==> config.mk <==
export PLATFORM = sky130hd
export DESIGN_NAME = deser_1to8
export DESIGN_NICKNAME = d
export VERILOG_FILES = /design/src/rtl/deser_1to8.sv
export SDC_FILE = /design/constraint.sdc
export NUM_CORES = 1
export LEC_CHECK = 0
export ABC_AREA = 1
export BUFFER_PORTS_ARGS = -buffer_cell sky130_fd_sc_hd__buf_2
export CAP_MARGIN = 0
export CORE_UTILIZATION = 55
export DETAILED_ROUTE_END_ITERATION = 6
export HOLD_SLACK_MARGIN = 0.15
export MAX_ROUTING_LAYER = met4
export PLACE_DENSITY = 0.88
export REMOVE_ABC_BUFFERS = 1
export SYNTH_ARGS = -nofsm -noshare
export SYNTH_HDL_FRONTEND = slang
export SYNTH_SLANG_ARGS = --single-unit
==> constraint.sdc <==
create_clock -name clk -period 1.55 [get_ports clk]
set_input_delay 0.31 -clock clk [delete_from_list [all_inputs] [get_ports clk]]
set_output_delay 0.31 -clock clk [all_outputs]
set_load 0.005 [all_outputs]
==> src/rtl/deser_1to8.sv <==
// Serial-to-parallel collector: assembles WIDTH bits into a registered word.
// Optional trailing even-parity bit per word when DESER_1TO8_PARITY_EN is defined.
module deser_1to8 #(
    parameter int WIDTH     = 8,
    parameter bit LSB_FIRST = 1'b1
) (
    input  logic             clk,
    input  logic             rst_n,
    input  logic             sync_clr,
    input  logic             datain,
    input  logic             in_valid,
    output logic             in_ready,
    output logic [WIDTH-1:0] dataout,
    output logic             out_valid,
    input  logic             out_ready,
    output logic             parity_err
);

`ifdef DESER_1TO8_PARITY_EN
    localparam int LAST = WIDTH;
`else
    localparam int LAST = WIDTH - 1;
`endif
    localparam int CNT_W = $clog2(WIDTH + 1);
    localparam logic [CNT_W-1:0] LAST_CNT = CNT_W'(LAST);

    logic [CNT_W-1:0] bit_cnt;
    logic [WIDTH-1:0] shift;
    logic [WIDTH-1:0] next_shift;
    logic             at_last;
    logic             take;
    logic             complete;

    // Handshakes: a transfer happens on a rising edge where valid && ready.
    // Only the final bit of a word can stall, and only while dataout is unconsumed.
    assign at_last  = (bit_cnt == LAST_CNT);
    assign in_ready = !(at_last && out_valid && !out_ready);
    assign take     = in_valid && in_ready && !sync_clr;
    assign complete = take && at_last;

    // The parity bit position (bit_cnt == WIDTH) matches no lane, so it is not stored.
    always_comb begin
        next_shift = shift;
        for (int i = 0; i < WIDTH; i++) begin
            if (bit_cnt == CNT_W'(LSB_FIRST ? i : WIDTH - 1 - i)) begin
                next_shift[i] = datain;
            end
        end
    end

    always_ff @(posedge clk or negedge rst_n) begin
        if (!rst_n) begin
            bit_cnt   <= '0;
            shift     <= '0;
            dataout   <= '0;
            out_valid <= 1'b0;
        end else begin
            if (sync_clr) begin
                bit_cnt <= '0;
            end else if (take) begin
                bit_cnt <= at_last ? '0 : bit_cnt + CNT_W'(1);
            end
            if (take) begin
                shift <= next_shift;
            end
            if (complete) begin
                dataout   <= next_shift;
                out_valid <= 1'b1;
            end else if (out_ready) begin
                out_valid <= 1'b0;
            end
        end
    end

`ifdef DESER_1TO8_PARITY_EN
    // At completion shift already holds every data bit; datain is the parity bit.
    always_ff @(posedge clk or negedge rst_n) begin
        if (!rst_n) begin
            parity_err <= 1'b0;
        end else if (complete) begin
            parity_err <= (^shift) ^ datain;
        end
    end
`else
    assign parity_err = 1'b0;
`endif

endmodule

After elaboration in Yosys (flattened, before gate mapping)
Cells that the tools add are included.

Bits in latches: 0. Register bits: 21. ROM bits: 0. Memory bits (writable): 0. Output and inout port bits: 11. Memories kept: 0.

Bitwise logic cells: 0. Multiplexer cells: 13. Reductions and logical operators: 11. $lt $le $gt $ge: 0. Divide/modulo/power cells: 0. Eq/ne operators: 7. Shifts and indexed selects: 0. Add/subtract/negate cells: 1. Multipliers: 0.

Operator list (number): == test 4 x 3 -> 1 bit, second input constant (4); two-way mux 4 bit (3); two-way mux 1 bit (10); == test 4 x 2 -> 1 bit, second input constant (2); logical AND 1 bit (5); adder 4 x 1 -> 4 bit, second input constant (1); == test 4 x 1 -> 1 bit, second input constant (1); zero test 4 bit (1); nonzero test 2 bit (2); zero test 1 bit (3).

Depth between registers and ports, before layout
Depth in word-level cells: 8. Gate-level depth with buffers: 7.

Least setup slack after synthesis
No wires, ideal clock.

Kind: flip-flop to flip-flop. Start point: register bit_cnt[0]. End point: register shift[0]. Data arrival time: 1.278 ns. Path buffers: 0. Required time: 1.432 ns. Period minus slack after synthesis: 1.396 ns. Stages on the path, launching flop included: 8. Path slack: 0.154 ns. Setup time: 0.118 ns. Cells stage by stage: dfrtp_1 -> ha_1 -> nand2_1 -> nor2_4 -> nand2_1 -> nand3_1 -> nand2_1 -> nand2_1.

Longest elaborated chain between the ends: 6. Elaborated cells on any way between the ends: 8. Classes of those cells: 1 x eq/ne; 1 x mux; 6 x reduce/logical.

RTL lines: start, declared (line 27) `logic [CNT_W-1:0] bit_cnt;`; start signal, assigned (line 61) `bit_cnt <= at_last ? '0 : bit_cnt + CNT_W'(1);`; == test 4 x 3 -> 1 bit (line 36) `assign at_last = (bit_cnt == LAST_CNT);`; logical AND 1 bit (2 in a row) (line 37) `assign in_ready = !(at_last && out_valid && !out_ready);`; zero test 1 bit (line 37); named net in_ready (line 12) `output logic in_ready,`; logical AND 1 bit (2 in a row) (line 38) `assign take = in_valid && in_ready && !sync_clr;`; end signal, assigned (line 64) `shift <= next_shift;`; end, declared (line 28) `logic [WIDTH-1:0] shift;`.

The timed path passes the listed nets, and every way through them passes these cells. A chain may end at the register's enable or synchronous reset.

Final worst setup path
Start point: register bit_cnt[0]. End point: output in_ready.

Longest elaborated chain between the ends: 4.

RTL lines (line): == test 4 x 3 -> 1 bit (36); logical AND 1 bit (2 in a row) (37); zero test 1 bit (37); end, declared (12).

No other way between the ends.

==> metrics.cfg <==
[die]
ios=17
core_area_um2=2020
start_util_pct=59.9
die_height_um=48.9
die_width_um=48.9
row_count=16
die_area_um2=2390

[synthesis]
ys_seq_area_share_pct=41.3
syn_area_per_cell_um2=7.39
yosysTopAreaCell=dfrtp_1
synth_seq_cells=20
synth_top_area_share_pct=41.3
synth_mux_area_share_pct=0
synth-compound-area-share_pct=6.30
synth_area_um2=1210
yosys-top-cells-area=dfrtp_1 (41%), nand2_1 (19%), nand3_1 (12%)
yosys_warnings=0
synthDistinctLibCells=20
synth-simple-area-share_pct=38.1
netlist_instances=164
synth_fa_ha_area_share_pct=4.13
synth_xor_area_share_pct=0.723
synth_top_family_by_area=simple AND/OR/NAND/NOR gates

[timing]
layout_min_cycle_time_ns=1.60
max_freq_mhz=625
rsz0062_at_grt=true
fin_ws_ns=-0.0507
setup_viol=1
slew_viol_final=0
finalHoldViolations=0
period_share_pct=103
holdWs_ns=0.362
skew_ns=0.00228

[pwr]
leakage_nw=0.814
peakVddDrop_v=0.000630
finalPower_mw=1.19
p_per_area_nw_per_um2=794

[cells_and_area]
nets=201
diodes=0
drive_above_1_share_pct=26.3
final_util_pct=73.9
syn2layout_area_growth_pct=23.3

[detailed_routing]
dr.pass1.iters=4
first_iter_violations=98
drc=0
vias=1205
ant_nets=0
routedWlPerCell_um=14.3
wirelength_um=3110
via_per_inst=5.55

[grt]
grt_pass1_wl_um=5150
grt_max_degree=21
grt_use_total_pct=29.5
antenna_found_initial=0
grt_pass1_vias=1147
gr-total-overflow=0

[worst_setup_path]
worstPathRequired_ns=1.24
criticalPathCategory=reg -> out
worstPathArrival_ns=1.29
crit_family=flip-flops
cp-end-kind=output port
path_buf_inv=1
path_max_fanout=5
path_cells=ha_4, nand2_4, nor2_4, nand2_2, buf_6
crit_slowest_cell=dfrtp_2
cp-start-kind=register
cp_slowest_stage_delay_ns=0.45

[cts]
clkLatencyLatePin_ns=0.31
cts.path.max_buffers=2
tritoncts=done
clock-sinks=20
htree_levels=1
cts-root-buf=clkbuf_4
cts.reportedPaths.clkPinSlew_ns=0.11
numCtsBuffers=3

[hold_path]
min_path_type=in -> reg

[place]
post-dp-hpwl_um=1950
io_buffer_count=15
gp_congestion=0.926

[job]
drv_cap=0

[run_status]
violations=negative setup slack
outcome=complete, but fails checks

## per-stage QoR
step / setup WS [ns] / instance area [um2] / std cells / TNS [ns]
finish: -0.0507 / 1490 / 217 / -0.0507
CTS: -0.102 / 1440 / 216 / -0.136
floorplan: 0.147 / 1170 / 157 / 0
global placement: 0.149 / 1340 / 207 / 0
global route: -0.0952 / 1490 / 217 / -0.178
detailed placement: 0.0811 / 1340 / 207 / 0
## cell families after synthesis
family,count (synthesis)
AOI/OAI and AO/OA,10
xor gates and xnor gates,1
adders and majority gates,4
buffers and inverters,25
DFF,20
other,1
and+or+nand+nor,103
## routing by layer
metal	track usage, %	part of all wire (%)	vias up
li1	-	-	579
met1	35.1	40	538
met2	48.1	48	74
met3	4.36	8.1	14
met4	15.7	3.9	0
met5	-	0	-
## synthesized netlist by cell type
library cell / number
nand2_1: 62
nand3_1: 28
dfrtp_1: 20
inv_1: 16
o21ai_2: 7
nand4_1: 6
nor2_1: 5
buf_2: 4
ha_1: 4
clkinv_1: 2
a21oi_1: 1
buf_4: 1
buf_6: 1
clkbuf_1: 1
conb_1: 1
nand4_4: 1
nor2_4: 1
o21ai_0: 1
o21ai_1: 1
xor2_1: 1
## worst reg2reg max path: stages (launching register included)
cell and delay (ns):
dfrtp_2 0.47, ha_4 0.19, nand2_4 0.07, nor2_4 0.04, nand2_2 0.08, buf_4 0.11
buf_4 0.15, nand3_4 0.11, nand2_1 0.09, nand2_1 0.06
## layout make-up
cell class / count / area [um2]
well taps: 27 / 33.8
flip-flops and latches: 20 / 502
inverters: 18 / 67.6
repair buffers: 29 / 201
multi-input cells: 119 / 653
clock buffers: 4 / 36.3
fillers: 142 / 528
## registers in the layout, summed over array words and instances, names as in the netlist
name and cells:
shift 7, dataout 8, bit_cnt 4, out_valid 1
## power breakdown
| part | internal (mW) | leakage (nW) | total (mW) | switching, mW |
|---|---|---|---|---|
| clock | 0.144 | 0.0210 | 0.309 | 0.166 |
| sequential | 0.566 | 0.272 | 0.610 | 0.0437 |
| combinational | 0.0949 | 0.522 | 0.267 | 0.172 |
## worst paths after layout
| path | startpoint | endpoint | slack (ns) | cells after the start |
|---|---|---|---|---|
| setup / recovery | bit_cnt[0]$_DFFE_PN0P_ | in_ready | -0.05 | 5 |
| hold / removal | out_ready | out_valid$_DFFE_PN0P_ | 0.36 | 4 |
| setup reg to reg | bit_cnt[0]$_DFFE_PN0P_ | shift[5]$_DFFE_PN0P_ | 0.06 | 9 |
| hold reg to reg | dataout[3]$_DFFE_PN0P_ | dataout[3]$_DFFE_PN0P_ | 0.49 | 2 |
| max in group asynchronous | rst_n | bit_cnt[0]$_DFFE_PN0P_ | 0.73 | 2 |
| min in group asynchronous | rst_n | dataout[7]$_DFFE_PN0P_ | 0.48 | 2 |
## placed cells by master (no fill, tap or decap), types with 3 or more instances in the layout
cell type / n
nand2_1: 58
nand3_1: 26
inv_1: 16
nand4_1: 6
clkbuf_4: 3
buf_4: 12
nor2_1: 5
buf_2: 14
o21ai_2: 7
dfrtp_1: 19
## what timing repair did
action,CTS,global route
cloned,0,0
hold buffers,1,0
pin swaps,2,3
gates resized for setup,7,7
endpoints found under the hold margin,20,0
endpoints found under the setup margin,1,20
setup buffers,4,2
Power figures use the tool's default switching activity.
